$ cat config.mk
export PLATFORM = sky130hd
export DESIGN_NAME = pipe_stage_reg
export DESIGN_NICKNAME = d
export VERILOG_FILES = /design/src/rtl/pipe_stage_reg_pkg.sv /design/src/rtl/pipe_stage_reg_sat_counter.sv /design/src/rtl/pipe_stage_reg.sv
export SDC_FILE = /design/constraint.sdc
export NUM_CORES = 1
export LEC_CHECK = 0
export ABC_CLOCK_PERIOD_IN_PS = 2790
export BUFFER_PORTS_ARGS = -buffer_cell sky130_fd_sc_hd__buf_2
export CAP_MARGIN = 20
export CORE_MARGIN = 4
export CORE_UTILIZATION = 56
export CTS_BUF_LIST = sky130_fd_sc_hd__clkbuf_4
export DETAILED_ROUTE_END_ITERATION = 12
export GPL_TIMING_DRIVEN = 1
export PLACE_DENSITY_LB_ADDON = 0.15
export SLEW_MARGIN = 15
export SYNTH_ARGS = -nofsm -noshare
export SYNTH_HDL_FRONTEND = slang
export SYNTH_HIERARCHICAL = 1
export SYNTH_SLANG_ARGS = --single-unit
$ cat constraint.sdc
create_clock -name clk -period 2.79 [get_ports clk]
set_input_delay 0.279 -clock clk [delete_from_list [all_inputs] [get_ports clk]]
set_output_delay 0.279 -clock clk [all_outputs]
set_load 0.05 [all_outputs]
$ cat src/rtl/pipe_stage_reg_pkg.sv
// Shared constants for the pipeline boundary registers: payload widths,
// field packing offsets and the reset payloads derived from PC_INIT.
package pipe_stage_reg_pkg;

    // Reset vector of the core; every boundary comes out of reset pointing here.
    localparam logic [31:0] PC_INIT = 32'hBFC0_0000;

    // Canonical no-op instruction (addi x0, x0, 0) used to fill empty slots.
    localparam logic [31:0] NOP_INSTR = 32'h0000_0013;

    // ID/EXE payload: {pc, instr, rd}
    localparam int unsigned ID_EXE_RD_LSB    = 0;
    localparam int unsigned ID_EXE_INSTR_LSB = 5;
    localparam int unsigned ID_EXE_PC_LSB    = 37;
    localparam int unsigned ID_EXE_W         = 69;

    // EXE/MEM payload: {pc, alu_result, rd}
    localparam int unsigned EXE_MEM_RD_LSB  = 0;
    localparam int unsigned EXE_MEM_ALU_LSB = 5;
    localparam int unsigned EXE_MEM_PC_LSB  = 37;
    localparam int unsigned EXE_MEM_W       = 69;

    // MEM/WB payload: {wb_data, rd, wb_en}
    localparam int unsigned MEM_WB_WE_LSB   = 0;
    localparam int unsigned MEM_WB_RD_LSB   = 1;
    localparam int unsigned MEM_WB_DATA_LSB = 6;
    localparam int unsigned MEM_WB_W        = 38;

    // Reset payloads per boundary.
    localparam logic [ID_EXE_W-1:0]  ID_EXE_RST  = {PC_INIT, NOP_INSTR, 5'd0};
    localparam logic [EXE_MEM_W-1:0] EXE_MEM_RST = {PC_INIT, 32'd0, 5'd0};
    localparam logic [MEM_WB_W-1:0]  MEM_WB_RST  = {32'd0, 5'd0, 1'b0};

endpackage

$ cat src/rtl/pipe_stage_reg_sat_counter.sv
// Saturating up-counter used for the stall and flush performance events.
module sat_counter
    import pipe_stage_reg_pkg::*;
#(
    parameter int unsigned CNT_W = 16
) (
    input  logic             clk,
    input  logic             clear,
    input  logic             inc,
    output logic [CNT_W-1:0] count
);

    // Count events, clear wins over increment, stick at all-ones.
    always_ff @(posedge clk) begin
        if (clear) begin
            count <= '0;
        end else if (inc && (count != {CNT_W{1'b1}})) begin
            count <= count + CNT_W'(1);
        end
    end

endmodule

$ cat src/rtl/pipe_stage_reg.sv
// Handshaked pipeline stage register with separate hold/flush controls,
// optional skid slot for a registered in_ready, and stall/flush counters.
//
// Handshake: a beat moves across a port on a rising edge where valid and
// ready are both 1. valid never waits on ready; the payload is stable while
// valid is high and not yet accepted. hold masks both in_ready and out_valid
// at the ports; flush masks in_ready only.
module pipe_stage_reg
    import pipe_stage_reg_pkg::*;
#(
    parameter int unsigned       DATA_W   = 32,
    parameter logic [DATA_W-1:0] RST_VAL  = {DATA_W{1'b0}},
    parameter bit                SKID     = 1'b0,
    parameter bit                CLR_DATA = 1'b1,
    parameter int unsigned       CNT_W    = 16
) (
    input  logic              clk,
    input  logic              rst,
    input  logic              flush,
    input  logic              hold,
    input  logic              in_valid,
    output logic              in_ready,
    input  logic [DATA_W-1:0] in_data,
    output logic              out_valid,
    input  logic              out_ready,
    output logic [DATA_W-1:0] out_data,
    output logic [CNT_W-1:0]  stall_cnt,
    output logic [CNT_W-1:0]  flush_cnt
);

    logic              v_main;
    logic [DATA_W-1:0] d_main;
    logic              v_skid;
    logic              in_xfer;
    logic              out_xfer;

    assign out_valid = v_main & ~hold;
    assign out_data  = d_main;
    assign in_xfer   = in_valid & in_ready;
    assign out_xfer  = out_valid & out_ready;

    generate
        if (SKID == 1'b0) begin : g_single
            assign v_skid   = 1'b0;
            assign in_ready = ~hold & ~flush & (~v_main | out_ready);

            // Single register: load on accept, otherwise drain on consume.
            always_ff @(posedge clk) begin
                if (rst) begin
                    v_main <= 1'b0;
                    d_main <= RST_VAL;
                end else if (flush) begin
                    v_main <= 1'b0;
                    if (CLR_DATA) d_main <= RST_VAL;
                end else if (!hold) begin
                    if (in_xfer) begin
                        v_main <= 1'b1;
                        d_main <= in_data;
                    end else if (out_xfer) begin
                        v_main <= 1'b0;
                    end
                end
            end
        end else begin : g_skid
            logic [DATA_W-1:0] d_skid;
            logic              rdy_q;

            // rdy_q always mirrors ~v_skid but comes straight from a flop.
            assign in_ready = rdy_q & ~hold & ~flush;

            // Main + skid as a two-entry FIFO; skid refills main as it drains.
            always_ff @(posedge clk) begin
                if (rst) begin
                    v_main <= 1'b0;
                    d_main <= RST_VAL;
                    v_skid <= 1'b0;
                    d_skid <= RST_VAL;
                    rdy_q  <= 1'b1;
                end else if (flush) begin
                    v_main <= 1'b0;
                    v_skid <= 1'b0;
                    rdy_q  <= 1'b1;
                    if (CLR_DATA) begin
                        d_main <= RST_VAL;
                        d_skid <= RST_VAL;
                    end
                end else if (!hold) begin
                    if (out_xfer || !v_main) begin
                        // Main is free at this edge: oldest beat moves in.
                        if (v_skid) begin
                            v_main <= 1'b1;
                            d_main <= d_skid;
                            v_skid <= 1'b0;
                        end else if (in_xfer) begin
                            v_main <= 1'b1;
                            d_main <= in_data;
                        end else begin
                            v_main <= 1'b0;
                        end
                        rdy_q <= 1'b1;
                    end else if (in_xfer) begin
                        // Main stuck downstream: park the new beat.
                        v_skid <= 1'b1;
                        d_skid <= in_data;
                        rdy_q  <= 1'b0;
                    end
                end
            end
        end
    endgenerate

    logic stall_ev;
    logic flush_ev;

    assign stall_ev = (v_main & ~out_ready) | hold;
    assign flush_ev = flush & (v_main | v_skid);

    sat_counter #(.CNT_W(CNT_W)) u_stall_cnt (
        .clk   (clk),
        .clear (rst),
        .inc   (stall_ev),
        .count (stall_cnt)
    );

    sat_counter #(.CNT_W(CNT_W)) u_flush_cnt (
        .clk   (clk),
        .clear (rst),
        .inc   (flush_ev),
        .count (flush_cnt)
    );

endmodule

# ---- After elaboration in Yosys (flattened, before gate mapping)
# Index checks and enable logic that the tools add are counted.
dict set report totals {
  reg_bits 65
  word_cells 29
  in_bits 38
}
dict set report classes {
  bitwise_logic 13
  mux 2
  n_addsub 2
  n_reduce_logical 6
  n_eq_ne 2
}
# op n
set ops {}
lappend ops {{$add 16x1->16 const B} 2}
lappend ops {{$ne 16x16->1 const B} 2}
lappend ops {{$and 1x1->1} 7}
lappend ops {{$not 1->1} 4}
lappend ops {{$reduce_and 2->1} 2}
lappend ops {{$logic_and 1x1->1} 2}
lappend ops {{$mux 1} 2}
lappend ops {{$or 1x1->1} 2}
lappend ops {{$reduce_bool 2->1} 1}
lappend ops {{$reduce_or 2->1} 1}

# ---- Longest topological paths before layout
# Gate-level depths: netlist of run 1.
dict set report logic_depth {
  ltp_word 6
  depth_mapped 6
}

# ---- Modules after synthesis
# The synthesis of run 1 kept the hierarchy.
# mod cells_per_inst area_per_inst_um2 n_inst
set modules_own_cells {}
lappend modules_own_cells {sat_counter 99 848.3 2}
lappend modules_own_cells {pipe_stage_reg 149 1355.0 1}

# ---- Worst setup path after synthesis of run 1
# OpenSTA, ideal clock, no wires.
dict set report synth_path {
  kind {reg-to-reg}
  startpoint {register u_flush_cnt.count[10]}
  endpoint {register u_flush_cnt.count[15]}
  synth_period_minus_slack_ns 1.978
  t_arrival_ns 1.908
  setup_ns 0.070
  path_stages_with_launch 5
  slack_ns 0.812
  cell_sequence {dfxtp_1 nand3_1 or4_1 or4_1 a21oi_1}
}
dict set report synth_via {
  elab_chain_cells 2
}
# element line
set synth_rtl {}
lappend synth_rtl {{start: declaration} pipe_stage_reg_sat_counter.sv:10} ;# output logic [CNT_W-1:0] count
lappend synth_rtl {{start signal: assignment} pipe_stage_reg_sat_counter.sv:18} ;# count <= count + CNT_W'(1);
lappend synth_rtl {{branches (longest 2 deep; another with $add 16x1->16)} -}
# Several ways; the timed one is not identified.
# A chain may end at the register's enable or synchronous reset.

# ---- Worst setup path after layout of run 1
dict set report layout_path {
  startpoint {register v_main}
  endpoint {register d_main[9], in the netlist out_data[9]}
}
dict set report layout_via {
  elab_chain_cells 5
}
# element line
set layout_rtl {}
lappend layout_rtl {{start: declaration} pipe_stage_reg.sv:31} ;# logic v_main;
lappend layout_rtl {{start signal: assignment} pipe_stage_reg.sv:50} ;# v_main <= 1'b0;
lappend layout_rtl {{start signal: assignment} pipe_stage_reg.sv:53} ;# v_main <= 1'b0;
lappend layout_rtl {{start signal: assignment} pipe_stage_reg.sv:57} ;# v_main <= 1'b1;
lappend layout_rtl {{$not 1->1} pipe_stage_reg.sv:45} ;# assign in_ready = ~hold & ~flush & (~v_main | out_ready);
lappend layout_rtl {{$or 1x1->1} pipe_stage_reg.sv:45}
lappend layout_rtl {{$and 1x1->1} pipe_stage_reg.sv:45}
lappend layout_rtl {{$and 1x1->1} pipe_stage_reg.sv:39} ;# assign in_xfer = in_valid & in_ready;
lappend layout_rtl {{$reduce_and 2->1 (no line)} -}
lappend layout_rtl {{end signal: assignment} pipe_stage_reg.sv:58} ;# d_main <= in_data;
lappend layout_rtl {{end: declaration} pipe_stage_reg.sv:32} ;# logic [DATA_W-1:0] d_main;
# Every way passes these cells.

==> results of run 1 <==
## final cells by class
class / instances / area share (%)
clock inverters: 6 / 1.58
clock buffers: 10 / 2.02
multi-input cells: 257 / 43.8
inverters: 6 / 0.605
flip-flops and latches: 65 / 35.0
repair buffers: 107 / 14.7
well taps: 70 / 2.35
## power by group through the flow
stage | clock network (mW) | logic [mW] | registers [mW]
3_5_place_dp | 0 | 0.137 | 0.965
4_1_cts | 0.627 | 0.137 | 0.944
5_1_grt | 0.673 | 0.150 | 0.946
2_1_floorplan | 0 | 0.0617 | 0.996
3_3_place_gp | 0 | 0.135 | 0.965
6_report | 0.604 | 0.136 | 0.943
## flip-flops by register name, indices dropped and copies added (netlist names)
name / cells
out_data: 32
u_flush_cnt/count: 16
u_stall_cnt/count: 16
v_main: 1
## worst paths after layout
kind	from	end	slack (ns)	cells after the start
max reg2reg	v_main	out_data[9]	0.81	3
max	v_main	out_data[9]	0.81	3
min reg2reg	out_data[19]	out_data[19]	0.47	2
min	in_data[21]	out_data[21]	0.11	3
## Yosys cell counts, drive strengths merged (2+ instances only)
library cell,n
nor3,8
o311ai,2
nor2,14
nand3,12
or3,6
dfxtp,65
nand4,8
nor4bb,2
inv,6
nor2b,6
a21oi,20
or4,14
mux2,2
nor4,6
ha,2
and4,6
nand3b,2
clkbuf,11
buf,8
and3,2
o21ai,9
nand2,78
o31ai,12
o41ai,2
xnor2,4
o21a,2
mux2i,34
## cell families after synthesis
logic type | count (synthesis) | share of synthesized area (%)
AOI/OAI and AO/OA | 48 | 9.59
xor gates and xnor gates | 4 | 1.15
adders and majority gates | 2 | 0.820
buffers and inverters | 25 | 4.14
DFF | 65 | 42.6
muxes | 36 | 11.9
and+or+nand+nor | 167 | 29.8
## layout by cell type (no fill, tap or decap), types with 5 or more instances in the layout
| master | count |
|---|---|
| a21oi_1 | 20 |
| and4_1 | 6 |
| buf_2 | 103 |
| clkbuf_4 | 10 |
| dfxtp_1 | 65 |
| inv_1 | 6 |
| mux2i_1 | 34 |
| nand2_1 | 76 |
| nand3_1 | 12 |
| nand4_1 | 6 |
| nor2_1 | 13 |
| nor2b_1 | 5 |
| nor3_1 | 8 |
| o21ai_0 | 9 |
| o31ai_1 | 12 |
| or3_1 | 6 |
| or4_1 | 14 |
## worst max-delay path: cells and delay by family (launching register included)
family	cells	cell delay, ns
mux	1	0.25
simple gates	2	1.22
flops	1	0.34
## metal layers
metal  vias up  routed length (um)  track usage (%)
li1       1447                   -                -
met1      1325                2900             25.6
met2        83                3450             35.5
met3         2                 593             9.87
met4         0                  27             4.65
met5         -                   0                0
==> key figures, run 1 <==
Timing
  – Slew at the pin closest to its max-slew limit: 1.10 ns
  – Max Clock Freq: slightly above 0.5 GHz
  – Crit share post-route: between 70% and 80%
  – Setup Skew: 0.00454 ns
  – Slew Limit Fails: 0
  – Period minus WS final: just under 2 ns
  – Final hold vios: 0
  – Final WS setup: about 0.81 ns
  – WHS: 0.114 ns
  – RSZ-0062 raised after global routing: false
  – Normalized max-slew margin: 26.6%
  – Setup TNS Final: 0 ns
  – Setup Viol. Count Final: 0

Placed design
  – Dpl cell area: between 3000 and 4000 um2
  – Post-DP HPWL: around 5000 um
  – Port buffer count: between 100 and 150
  – # placed instances: a little over 500
  – Pre-CTS setup slack: 0.796 ns
  – Placer Congestion: approximately 0.8

Floorplan
  – Starting Density: a little under 60%
  – Die X: a little over 80 um
  – I/O pins: around 100
  – Die ar.: ~6700 um2
  – Row Count: 26
  – Core Region: ~5200 um2
  – Die H: about 82 um

Detailed routing
  – Vias after detailed routing: about 2900
  – Final ANT Viol Nets: 0
  – Drt via density: between 5 and 6
  – Residual DRC count: 0
  – Mean routed wirelength per cell: roughly 13 um
  – Final WL: just under 7000 um
  – Total iterations of the first detailed-routing run: 4
  – 1st-iter DRT viols: around 130

Final layout
  – Nets: between 400 and 500
  – Register area: 1300 um2
  – Finished Cell Area: approximately 3700 um2
  – Multi-input gate area: ~1600 um2
  – Fill cell count: ~420
  – P&R area growth vs syn: 22.0%
  – Fin util: roughly 72%
  – Ant. Diodes: 0
  – Layout cell share with drive strength beyond 1: between 20 and 30%
  – Post-route insts no fill: between 500 and 600

Synth
  – Largest area contributor in the netlist: dfxtp_1
  – Flops & latches, synth: 65
  – Synthesized instance count: between 300 and 400
  – Post-synthesis async set-or-reset flop share: 0%
  – Largest cells by area after synthesis: dfxtp_1, mux2i_1, nand2_1, or4_1, a21oi_1
  – Mapped Nets: about 390
  – EDFF count, synth: 0
  – Register area share after synthesis: 42.6%
  – Post-synth top area share: 42.6%
  – Ys Warns: 6
  – Syn avg cell area: 8.79 um2
  – Mapped cell area: roughly 3100 um2
  – Synth unique cells: 37
  – Synth Flop Type: dfxtp_1

Critical path
  – Critical Path Sink Type: flop
  – Critical Path RT: about 3 ns
  – WS Path Type: flop to flop
  – Worst EP arrival: approximately 2.2 ns
  – Slowest stage delay, CP: about 1.1 ns
  – CP Launch Type: flop
  – Max FO, Critical Path: 33
  – CP max stage cell: or4b_2
  – CP Cell Sequence: nor2b_4 -> or4b_2 -> mux2i_1

Power and ir drop
  – Final Power: 1.68 mW
  – Sw Pwr: 423 uW
  – Clk pwr share: between 30% and 40%
  – Pint: 1.26 mW
  – Sw Share: about a quarter
  – Worst vdd ir: 0.353 mV
  – Sequential power share: around 56%
  – LEAKAGE: between 1.5 and 2 nW
  – Logic pwr share: 8.1%
  – PwrDens: between 400 and 500 nW/um2

Global routing
  – Global-route wire length before repair: 11300 um
  – Largest net degree at the start of global routing: 40
  – Vias in the first global route: ~2500
  – All-Layer GR Usage: 21.5%
  – GR Overflow Total: 0
  – Initial antenna violation count: 0

Clock network
  – CTS H-Tree Depth: 3
  – Clk buf depth: 2
  – Number of buffers created by CTS: 9
  – Hold_buf cts: 0
  – Post-CTS Resized: 0
  – Clock Latency Late Sink: a little under 0.4 ns
  – Worst-path clk slew: between 0.1 and 0.15 ns
  – CTS Sinks: 65
  – Total setup buffers inserted after CTS: 0
  – Root Driver: clkbuf_4
  – CTS tree: yes

Run status
  – Outcome: finished clean

Worst hold path
  – Worst hold-check path type: input pin to flop

Flow run
  – Max-Cap Viols: 0
No activity file was read; power rests on OpenSTA's default activity.
==> run 2, diff against run 1 <==
ABC_CLOCK_PERIOD_IN_PS = 1660   (was 2790)
CORE_UTILIZATION = 47   (was 56)
clock period = 1.66 ns   (was 2.79 ns; I/O delays follow)
==> run 2 against run 1 <==
Effect of this change: non-clock buffer count is 57 higher; critical endpoint is now u_flush_cnt/count[15]; largest power group unchanged; power is 63% higher; cell count is 12% higher.
==> key figures, run 2 (synthesis gave the netlist of run 1 again) <==
Run status
  – Outcome: finished clean

Critical path
  – Max FO, Critical Path: 7
  – Worst EP arrival: 1.97 ns
  – Reg2reg start: u_flush_cnt/count[9]
  – Critical Path RT: about 2.0 ns
  – Reg2Reg Capture Point: u_flush_cnt/count[15]
  – Critical Path Sink Type: flop
  – Reg2reg path depth: 4
  – Crit path from: u_flush_cnt/count[9]
  – WS Path Type: flop to flop
  – R2R Setup Slk: about 0.026 ns
  – CP Launch Type: flop

Floorplan
  – Starting Density: between 40 and 50%
  – Die ar.: roughly 8000 um2
  – I/O pins: 104
  – Core Region: about 6300 um2
  – Die H: about 90 um
  – Die X: 88.6 um
  – Row Count: 29

Placed design
  – Dpl cell area: about 3900 um2
  – Port buffer count: around 100
  – Pre-CTS setup slack: about 0.038 ns
  – # placed instances: 535
  – Placer Congestion: a little under 0.8
  – Post-DP HPWL: roughly 5300 um

Final layout
  – Most frequent cells in the layout: buf_2, nand2_1, mux2i_1
  – Post-route insts no fill: just under 600
  – Most common cell after layout, fill and taps aside: buf_2
  – Max FFs per register: 32
  – Ant. Diodes: 0
  – Fin util: 70.7%
  – Layout cell share with drive strength beyond 1: between 40 and 50%
  – P&R area growth vs syn: 46.2%
  – Finished Cell Area: ~4500 um2
  – Nets: 543

Timing
  – Max Clock Freq: between 0.6 and 0.7 GHz
  – Final hold vios: 0
  – Crit share post-route: a little over nine tenths
  – Normalized max-slew margin: roughly two thirds
  – Slew at the pin closest to its max-slew limit: between 0.4 and 0.5 ns
  – Period minus WS final: about 1.6 ns
  – WHS: between 0.1 and 0.15 ns
  – Setup TNS Final: 0 ns
  – Slew Limit Fails: 0
  – Final WS setup: roughly 0.026 ns
  – Setup Skew: 0.0135 ns
  – Setup Viol. Count Final: 0

Global routing
  – Largest net degree at the start of global routing: between 60 and 70
  – Global-route wire length before repair: 13200 um
  – Initial antenna violation count: 0
  – Vias in the first global route: 2990
  – All-Layer GR Usage: 21.4%
  – GR Overflow Total: 0

Flow run
  – Max-Cap Viols: 0

Detailed routing
  – 1st-iter DRT viols: around 100
  – Residual DRC count: 0
  – Final ANT Viol Nets: 0
  – Drt via density: 5.33
  – Final WL: 8130 um
  – Vias after detailed routing: 3118
  – Mean routed wirelength per cell: between 10 and 15 um
  – Total iterations of the first detailed-routing run: 4

Clock network
  – Clk buf depth: 2
  – CTS H-Tree Depth: 3
  – Root Driver: clkbuf_4
  – Clock Latency Late Sink: around 0.40 ns
  – CTS tree: yes
  – Worst-path clk slew: approximately 0.11 ns
  – CTS Sinks: between 60 and 70
  – Number of buffers created by CTS: 9

Worst hold path
  – Worst hold-check path type: input pin to flop
  – Hold wc startpoint: hold
  – WHS Endpoint: v_main
  – Hold path cells: 3

Power and ir drop
  – PwrDens: approximately 600 nW/um2
  – LEAKAGE: 2.06 nW
  – Final Power: 2.75 mW
  – Worst vdd ir: roughly 0.49 mV
run 2: cell types whose count changed in the layout (fill, tap and decap cells not counted), sizes merged:
| cell | previous run | this run |
|---|---|---|
| clkinvlp | 2 | 0 |
| dlygate4sd3 | 0 | 32 |
| clkbuf | 10 | 12 |
| buf | 107 | 132 |
| bufinv | 1 | 0 |
| inv | 6 | 7 |
run 2: worst max-delay path, cell delays in order, from the launching register on:
cell	delay, ns
dfxtp_4	0.39
nand2_4	0.08
or4_4	0.52
or4_4	0.43
a21oi_2	0.15
run 2: metal layers:
metal | global-route usage (%) | wire (um)
met1 | 24.3 | 3250
met3 | 8.01 | 663
met5 | 0 | 0
met2 | 35.3 | 4050
met4 | 10.4 | 170
run 2: final cells by class:
cell class	count	area [um2]
Fill cell	489	1850
Multi-Input combinational cell	257	1740
Sequential cell	65	1410
Timing Repair Buffer	164	1090
Tap cell	77	96.3
Clock buffer	12	90.1
Inverter	6	22.5
Clock inverter	4	20.0
run 2: worst max path at each step:
stage / slack, ns / depth (start not counted) / end
finish: 0.03 / 4 / u_flush_cnt/count[15]
global route: -0.03 / 4 / u_flush_cnt/count[15]
CTS: 0.02 / 6 / u_stall_cnt/count[13]
detailed placement: 0.04 / 6 / u_flush_cnt/count[13]
global placement: 0.07 / 6 / u_stall_cnt/count[15]
floorplan: -0.004 / 4 / u_flush_cnt/count[15]
run 2: power by group:
| group | total (mW) | internal, mW | switching (mW) | leakage (nW) |
|---|---|---|---|---|
| logic | 0.307 | 0.138 | 0.169 | 1.44 |
| clock network | 0.896 | 0.351 | 0.545 | 0.0691 |
| registers | 1.54 | 1.53 | 0.0105 | 0.549 |
| total | 2.75 | 2.02 | 0.724 | 2.06 |
run 2: what timing repair did:
action / CTS / global route
buffers inserted: 1 / 2
hold endpoints to repair: 32 / 0
hold buffers: 32 / 0
endpoints found under the setup margin: 2 / 16
pin swaps: 0 / 7
gates resized for setup: 6 / 27
